==> src/rtl/segway_pkg.sv <==
// Shared types for the segway_core rider-detect / steering-enable path.
package segway_pkg;

    typedef enum logic [1:0] {
        IDLE     = 2'b00,
        WAIT     = 2'b01,
        STEER_EN = 2'b10
    } steer_state_t;

endpackage

==> src/rtl/en_steer_hyst_ld_cell_cmp.sv <==
// Load-cell arithmetic: sum/difference and the threshold flags used by the FSM.
module ld_cell_cmp #(
    parameter int LD_W   = 12,
    parameter int MIN_WT = 'h200,
    parameter int HYST   = 'h020
) (
    input  logic [LD_W-1:0]   lft_ld,
    input  logic [LD_W-1:0]   rght_ld,
    output logic signed [LD_W:0] ld_cell_diff,
    output logic              sum_gt_min,
    output logic              sum_lt_min,
    output logic              diff_gt_1_4,
    output logic              diff_gt_15_16
);

    localparam logic [LD_W:0] ON_TH  = (LD_W+1)'(MIN_WT + HYST);
    localparam logic [LD_W:0] OFF_TH = (LD_W+1)'(MIN_WT - HYST);
    localparam logic [LD_W:0] ONE    = (LD_W+1)'(1);

    logic [LD_W:0] w_sum;
    logic [LD_W:0] w_diff;
    logic [LD_W:0] w_abs;

    // One extra bit keeps both the sum and the signed difference exact.
    assign w_sum  = {1'b0, lft_ld} + {1'b0, rght_ld};
    assign w_diff = {1'b0, lft_ld} - {1'b0, rght_ld};
    assign w_abs  = w_diff[LD_W] ? (~w_diff) + ONE : w_diff;

    assign ld_cell_diff  = $signed(w_diff);
    assign sum_gt_min    = w_sum > ON_TH;
    assign sum_lt_min    = w_sum < OFF_TH;
    assign diff_gt_1_4   = w_abs > (w_sum >> 2);
    assign diff_gt_15_16 = w_abs > (w_sum - (w_sum >> 4));

endmodule

==> src/rtl/en_steer_hyst.sv <==
// Rider detect with weight hysteresis, settle timer and debounced rider loss.
module en_steer_hyst #(
    parameter int LD_W       = 12,
    parameter int MIN_WT     = 'h200,
    parameter int HYST       = 'h020,
    parameter int TMR_W      = 26,
    parameter int FAST_TMR_W = 15,
    parameter bit FAST_SIM   = 1'b0,
    parameter int OFF_CNT    = 1024
) (
    input  logic                 clk,
    input  logic                 rst,
    input  logic [LD_W-1:0]      lft_ld,
    input  logic [LD_W-1:0]      rght_ld,
    output logic                 en_steer,
    output logic                 rider_off,
    output logic signed [LD_W:0] ld_cell_diff
);

    import segway_pkg::*;

    localparam int TW   = FAST_SIM ? FAST_TMR_W : TMR_W;
    localparam int OC_W = (OFF_CNT > 1) ? $clog2(OFF_CNT) : 1;
    localparam logic [OC_W-1:0] OFF_LAST = OC_W'(OFF_CNT - 1);

    steer_state_t    r_state;
    steer_state_t    w_nxt;
    logic [TW-1:0]   r_tmr;
    logic [OC_W-1:0] r_off_cnt;

    logic w_gt_min;
    logic w_lt_min;
    logic w_diff_1_4;
    logic w_diff_15_16;
    logic w_tmr_full;
    logic w_off_exp;
    logic w_clr_tmr;

    ld_cell_cmp #(
        .LD_W   (LD_W),
        .MIN_WT (MIN_WT),
        .HYST   (HYST)
    ) u_cmp (
        .lft_ld        (lft_ld),
        .rght_ld       (rght_ld),
        .ld_cell_diff  (ld_cell_diff),
        .sum_gt_min    (w_gt_min),
        .sum_lt_min    (w_lt_min),
        .diff_gt_1_4   (w_diff_1_4),
        .diff_gt_15_16 (w_diff_15_16)
    );

    assign w_tmr_full = &r_tmr;
    assign w_off_exp  = (r_state != IDLE) && w_lt_min &&
                        (r_off_cnt == OFF_LAST);

    always_comb begin
        w_nxt     = r_state;
        w_clr_tmr = 1'b0;
        unique case (r_state)
            IDLE: begin
                if (w_gt_min) begin
                    w_nxt     = WAIT;
                    w_clr_tmr = 1'b1;
                end
            end
            WAIT: begin
                if (w_off_exp) begin
                    w_nxt = IDLE;
                end else if (w_diff_1_4) begin
                    w_clr_tmr = 1'b1;
                end else if (w_tmr_full) begin
                    w_nxt = STEER_EN;
                end
            end
            STEER_EN: begin
                if (w_off_exp) begin
                    w_nxt = IDLE;
                end else if (w_diff_15_16) begin
                    w_nxt     = WAIT;
                    w_clr_tmr = 1'b1;
                end
            end
            default: w_nxt = IDLE;
        endcase
    end

    // Off counter restarts on any good-weight cycle and after it fires.
    always_ff @(posedge clk or posedge rst) begin
        if (rst) begin
            r_state   <= IDLE;
            r_tmr     <= '0;
            r_off_cnt <= '0;
            en_steer  <= 1'b0;
            rider_off <= 1'b0;
        end else begin
            r_state   <= w_nxt;
            r_tmr     <= w_clr_tmr ? '0 : r_tmr + TW'(1);
            if ((r_state == IDLE) || !w_lt_min || w_off_exp) begin
                r_off_cnt <= '0;
            end else begin
                r_off_cnt <= r_off_cnt + OC_W'(1);
            end
            en_steer  <= (w_nxt == STEER_EN);
            rider_off <= w_off_exp;
        end
    end

endmodule

==> config.mk <==
export PLATFORM = sky130hd
export DESIGN_NAME = en_steer_hyst
export DESIGN_NICKNAME = d
export VERILOG_FILES = /design/src/rtl/segway_pkg.sv /design/src/rtl/en_steer_hyst_ld_cell_cmp.sv /design/src/rtl/en_steer_hyst.sv
export SDC_FILE = /design/constraint.sdc
export NUM_CORES = 1
export LEC_CHECK = 0
export BUFFER_PORTS_ARGS = -buffer_cell sky130_fd_sc_hd__buf_2
export CELL_PAD_IN_SITES_DETAIL_PLACEMENT = 0
export CELL_PAD_IN_SITES_GLOBAL_PLACEMENT = 1
export CORE_MARGIN = 2
export CORE_UTILIZATION = 30
export DETAILED_ROUTE_END_ITERATION = 6
export PLACE_DENSITY = 0.6
export SLEW_MARGIN = 20
export SYNTH_ARGS = -nofsm -noshare
export SYNTH_HDL_FRONTEND = slang
export SYNTH_HIERARCHICAL = 1
export SYNTH_SLANG_ARGS = --single-unit
==> constraint.sdc <==
create_clock -name clk -period 3.6 [get_ports clk]
set_input_delay 0.36 -clock clk [delete_from_list [all_inputs] [get_ports clk]]
set_output_delay 0.36 -clock clk [all_outputs]
set_load 0.02 [all_outputs]
* Yosys cells after proc, flatten, opt, wreduce, memory -nomap -nowiden
Cells that the tools add are included.
** Word-level totals
- Output and inout bits :: 15
- Logic and storage cells :: 44
- Bits of input ports :: 26
- Bits in registers :: 40
** Cells by class
- Bitwise logic cells :: 1
- $add $sub $neg :: 6
- Equality and inequality tests :: 4
- $lt $le $gt $ge :: 4
- Reduce and logical (&&, ||, !) cells :: 8
- Multiplexer cells :: 16
** Operators with widths (count)
- 26-bit by 1-bit adder with 26-bit output (second input constant) :: 1
- 26-bit two-way mux :: 1
- 26-bit AND reduction :: 1
- 12-bit by 12-bit adder with 13-bit output :: 1
- 13-bit by 1-bit adder with 13-bit output (second input constant) :: 1
- 13-bit by 10-bit greater-than comparator with 1-bit output (second input constant) :: 1
- 13-bit by 11-bit greater-than comparator with 1-bit output :: 1
- 13-bit greater-than comparator :: 1
- 13-bit by 9-bit less-than comparator with 1-bit output (second input constant) :: 1
- 13-bit two-way mux :: 1
- 13-bit NOT :: 1
- 12-bit by 12-bit subtractor with 13-bit output :: 1
- 13-bit by 9-bit subtractor with 13-bit output :: 1
- 2-bit two-way mux :: 6
- 10-bit by 1-bit adder with 10-bit output (second input constant) :: 1
- 10-bit equality test (second input constant) :: 1
- 10-bit two-way mux :: 1
- 2-bit one-hot mux with 3 select lines :: 1
- 1-bit two-way mux :: 5
- 2-bit equality test (second input constant) :: 2
- 1-bit one-hot mux with 3 select lines :: 1
- 2-bit by 1-bit equality test with 1-bit output (second input constant) :: 1
- 1-bit logical AND :: 2
- 2-bit zero test :: 1
- 3 further kinds :: 4

* Depth between registers and ports, before layout
- Depth after elaboration :: 9
- Mapped depth :: 30

* Modules after synthesis
The synthesis kept the hierarchy.
** By module, submodules not included
- ld_cell_cmp :: sequential area each 0.0 µm², cells each 370, instances 1, area each 2718.9 µm²
- en_steer_hyst :: sequential area each 1001.0 µm², cells each 211, instances 1, area each 2015.7 µm²

* Worst setup path after synthesis
OpenSTA, ideal clock, no wires.
- Path kind :: in2reg
- Start :: in lft_ld[0]
- End :: reg r_tmr[2]
- Arrival :: 5.098 ns
- Buffers on the path :: 2
- Slack :: -1.630 ns
- Required time :: 3.468 ns
- Cell stages on the path :: 25
- Cells stage by stage :: ha_1 -> inv_1 -> fa_1 -> or2_2 -> a221oi_1 -> or4_1 -> and3_1 -> ha_1 -> a21o_1 -> a21oi_1 -> inv_1 -> a211o_1 -> a41o_1 -> xnor2_1 -> ha_1 -> nand4_1 -> o21ai_0 -> nand3_1 -> a21boi_0 -> o31a_1 -> nor4bb_1 -> a211o_1 -> clkbuf_1 -> clkbuf_1 -> nor2_1
** Between the ends
- Cells in the longest elaborated chain, start to end :: 9
- Elaborated cells between the ends (all ways) :: 19
- Classes of those cells :: add/sub (4); order compare (4); mux (8); bitwise (1); reduce/logical (2)
** Ends and longest elaborated chain
- from (decl) :: line en_steer_hyst.sv:13 : input logic [LD_W-1:0] lft_ld,
- 12-bit by 12-bit subtractor with 13-bit output :: line en_steer_hyst_ld_cell_cmp.sv:26 : assign w_diff = {1'b0, lft_ld} - {1'b0, rght_ld};
- 13-bit NOT :: line en_steer_hyst_ld_cell_cmp.sv:27 : assign w_abs = w_diff[LD_W] ? (~w_diff) + ONE : w_diff;
- 13-bit by 1-bit adder with 13-bit output :: line en_steer_hyst_ld_cell_cmp.sv:27
- 13-bit two-way mux :: line en_steer_hyst_ld_cell_cmp.sv:27
- 13-bit greater-than comparator * :: line en_steer_hyst_ld_cell_cmp.sv:33 : assign diff_gt_15_16 = w_abs > (w_sum - (w_sum >> 4));
- net w_diff_15_16 :: line en_steer_hyst.sv:34 : logic w_diff_15_16;
- 1-bit two-way mux * :: line en_steer_hyst.sv:79 : end else if (w_diff_15_16) begin
- 1-bit two-way mux * :: line en_steer_hyst.sv:77 : if (w_off_exp) begin
- 1-bit one-hot mux with 3 select lines * :: line en_steer_hyst.sv:60 : unique case (r_state)
- 26-bit two-way mux * :: line en_steer_hyst.sv:98 : r_tmr <= w_clr_tmr ? '0 : r_tmr + TW'(1);
- to (signal assigned) :: line en_steer_hyst.sv:98
- to (decl) :: line en_steer_hyst.sv:28 : logic [TW-1:0] r_tmr;
Mark *: on every way through the listed nets, which the timed path passes. The rest lies on a longest branch.

* Final worst setup path
- Start :: in rght_ld[5]
- End :: reg r_tmr[12]
** Between the ends
- Cells in the longest elaborated chain, start to end :: 9
- Elaborated cells between the ends (all ways) :: 19
- Classes of those cells :: add/sub (4); order compare (4); mux (8); bitwise (1); reduce/logical (2)
** Ends and longest elaborated chain
- from (decl) :: line en_steer_hyst.sv:14 : input logic [LD_W-1:0] rght_ld,
- 12-bit by 12-bit subtractor with 13-bit output :: line en_steer_hyst_ld_cell_cmp.sv:26
- 13-bit NOT :: line en_steer_hyst_ld_cell_cmp.sv:27
- 13-bit by 1-bit adder with 13-bit output :: line en_steer_hyst_ld_cell_cmp.sv:27
- 13-bit two-way mux :: line en_steer_hyst_ld_cell_cmp.sv:27
- 13-bit greater-than comparator * :: line en_steer_hyst_ld_cell_cmp.sv:33
- net w_diff_15_16 :: line en_steer_hyst.sv:34
- 1-bit two-way mux * :: line en_steer_hyst.sv:79
- 1-bit two-way mux * :: line en_steer_hyst.sv:77
- 1-bit one-hot mux with 3 select lines * :: line en_steer_hyst.sv:60
- 26-bit two-way mux * :: line en_steer_hyst.sv:98
Marked as above.

==> flow_summary.yaml <==
timing:
  relSlewSlack_pct: 62.3
  whs_ps: 200
  tns_ps: -32290
  slew_viol_final: 0
  fin_skew_ps: 7.59
  worst_pin_slew_ps: 561
  setup_viol: 29
  hold_viol_final: 0
  rsz0062_at_grt: "true"
  fmax_mhz: 210
  period_share_pct: 132
  min_period_ps: 4760
  setup_ws_ps: -1160
power:
  combPwrFrac_pct: 70.5
  p_int_mw: 1.78
  clockPowerShare_pct: 14.0
  switching_share_pct: 40.7
  peakVddDrop_mv: 0.201
  p_per_area_nw_per_um2: 441
  pwr-share-seq_pct: 15.5
  leakage_nw: 3.07
  switching_power_mw: 1.22
global_route:
  grt_pass1_vias: 4739
  grt_overflow: 0
  antenna_found_initial: 0
  met2_usage_pct: 27.4
  grt_pass1_wl_um: 23300
  met1_usage_pct: 24.6
  met3_usage_pct: 1.82
  grt_usage_pct: 16.9
  grt_busiest_layer: "met2"
  grt_max_degree: 41
worst_setup_path:
  rr_endpoint: "r_state[0]$_DFF_PP0_"
  crit_path_frequent_cell: "ha_1"
  crit_chain: "buf_2 > inv_1 > ha_1 > nor2_1 > a221oi_1 > buf_4 > a2111oi_2 > buf_4 > or3_1 > and4_1 > ha_1 > nor3_1 > a32oi_1 > o211ai_1 > a311o_1 > ha_1 > a21oi_1 > a21boi_1 > o31a_1 > nand3b_1 > o21ai_1 > a211o_1 > buf_12 > a21oi_1"
  crit_path_top_delay_cell: "a221oi_1"
  regToRegSetupSlack_ps: 1270
  crit_path_end_kind: "register"
  reg2reg_from: "r_tmr[0]$_DFF_PP0_"
  cpPeakStageDelay_ps: 370
  reg2regPathDepth: 5
  crit_start: "rght_ld[5]"
  worstPathMaxFanout: 26
  path_buf_inv: 5
  crit_cells: 24
  crit_type: "in2reg"
  setup.worst_path.end: "r_tmr[12]$_DFF_PP0_"
  crit_arrival_ps: 4960
  cp.required_ps: 3810
  cp_top_family: "compound AO/OA/AOI/OAI gates"
  critPathLaunchType: "input pin"
floorplan:
  die_w_um: 130
  dieArea_um2: 16800
  coreArea_um2: 15300
  start_util_pct: 30.9
  io_pins: 41
  rows: 45
  die_h_um: 130
clock_network:
  cts_buffers: 5
  cts_max_level: 2
  cts_tree: "yes"
  clock_latency_ps: 280
  clock-sinks: 40
  clk_pin_slew_ps: 60
  cts_root_buffer: "clkbuf_16"
  clockBufferDepth: 2
route:
  drtIter0Drc: 195
  avgViaCountPerCell: 4.90
  drc: 0
  route.vias.total: 4778
  dr.pass1.iters: 4
  wl_per_cell_um: 14.1
  drt.antenna.violating_nets: 0
  totalWireLength_um: 13800
synth:
  syn_area_um2: 4730
  synth.area.top_cells: "dfrtp_1, ha_1, xnor2_1"
  postSynthNetCount: 669
  synth_cell_types: 71
  ys_top_cells_by_count: "ha_1, inv_1, nor2_1"
  ys_seq_area_share_pct: 21.1
  yosysMostFrequentCell: "ha_1"
  syn-mean-instance-area_um2: 8.15
  netlist_instances: 581
  yosys.area.top_type: "dfrtp_1"
  synth_top_area_share_pct: 21.1
  ys.flop_type: "dfrtp_1"
  async_flop_share_pct: 100
  yosysWarnings: 6
  ys_ff_latch: 40
  synth-edff-count: 0
placement:
  dp_slack_ps: -1890
  dp_hpwl_um: 11400
  gp_congestion: 0.896
  portBuffers: 40
cells_and_area:
  drive_above_1_share_pct: 37.1
  final_nets: 853
  fillers: 1590
  utilization_pct: 44.5
  syn2layout_area_growth_pct: 43.9
  antenna_cells: 0
status:
  violations: "negative setup slack"
  status: "finished, violations left"
min_path:
  hold_class: "in2async"
job:
  maxCapViolations: 0
[cell type report]
cell class	count	area, um2	area share, %
well taps	211	264	3.88
inverters	54	221	3.25
flip-flops and latches	40	1000	14.7
multi-input cells	466	3760	55.2
repair buffers	198	1430	21.0
clock inverters	1	5.00	0.0735
clock buffers	6	129	1.89
[cell families (layout without fill, tap and decap cells)]
kind of cell | count (synthesis) | in the layout | synth area share, %
simple gates | 204 | 204 | 23.1
compound gates | 139 | 139 | 20.4
buf+inv | 75 | 259 | 6.71
fa+ha+maj | 62 | 62 | 16.9
xor+xnor | 55 | 55 | 10.5
flops | 40 | 40 | 21.1
mux | 6 | 6 | 1.27
[cells in the final DEF (no fill, tap or decap), drive strengths merged, types with 6 or more instances in the layout]
cell | Yosys | layout
nand2b | 10 | 10
a2111oi | 7 | 7
nor3 | 16 | 16
xor2 | 17 | 17
a21oi | 39 | 39
o31ai | 10 | 10
a21o | 10 | 10
dfrtp | 40 | 40
or3 | 11 | 11
nand4 | 12 | 12
or4 | 11 | 11
xnor2 | 38 | 38
o211ai | 8 | 8
and4 | 6 | 6
buf | 9 | 198
nor2 | 49 | 49
and3 | 7 | 7
a221oi | 6 | 6
mux2i | 6 | 6
o21ai | 27 | 27
nand2 | 29 | 29
clkbuf | 12 | 6
nand3 | 27 | 27
ha | 59 | 59
inv | 53 | 53
[power by group through the flow]
stage	registers, mW	clock network [mW]	logic [mW]
floorplan	0.469	0	1.17
global placement	0.473	0	1.90
detailed placement	0.474	0	1.94
CTS	0.466	0.431	2.05
global route	0.468	0.453	2.34
finish	0.466	0.419	2.12
[metrics by stage]
stage	power [mW]	std cells	area, um2
6_report	3.01	976	6810
5_1_grt	3.26	976	6810
4_1_cts	2.95	972	6720
3_5_place_dp	2.41	957	6410
3_3_place_gp	2.38	957	6410
2_1_floorplan	1.64	581	5010
[state kept, by name, summed over array words and instances (netlist names)]
| name | count |
|---|---|
| r_state | 2 |
| r_off_cnt | 10 |
| rider_off | 1 |
| en_steer | 1 |
| r_tmr | 26 |
[worst register-to-register path, stage by stage (launching register included)]
cell     delay (ps)
dfrtp_1         410
ha_1            270
nand2_1         130
or4_4           620
or4b_4          560
a31o_1          240
[timing repair]
| item | 4_1_cts | 5_1_grt |
|---|---|---|
| pin swaps | 22 | 12 |
| hold buffers | 0 | 0 |
| gates cloned | 0 | 0 |
| buffers inserted | 8 | 4 |
| endpoints found under the setup margin | 29 | 29 |
| resized for setup | 36 | 12 |
[per-layer routing]
metal,share of wire [%],wire [um]
met5,0,0
met1,51,7040
met4,0.80,110
met2,46,6280
met3,2.3,322
[worst min-delay path by stage]
stage | from | end | cells after the start
global placement | r_off_cnt[0]$_DFF_PP0_ | r_off_cnt[0]$_DFF_PP0_ | 1
detailed placement | r_off_cnt[0]$_DFF_PP0_ | r_off_cnt[0]$_DFF_PP0_ | 1
global route | rst | r_off_cnt[8]$_DFF_PP0_ | 3
CTS | rst | r_off_cnt[5]$_DFF_PP0_ | 3
floorplan | r_off_cnt[0]$_DFF_PP0_ | r_off_cnt[0]$_DFF_PP0_ | 1
finish | rst | r_off_cnt[5]$_DFF_PP0_ | 3
(Power assumes the default switching activity.)
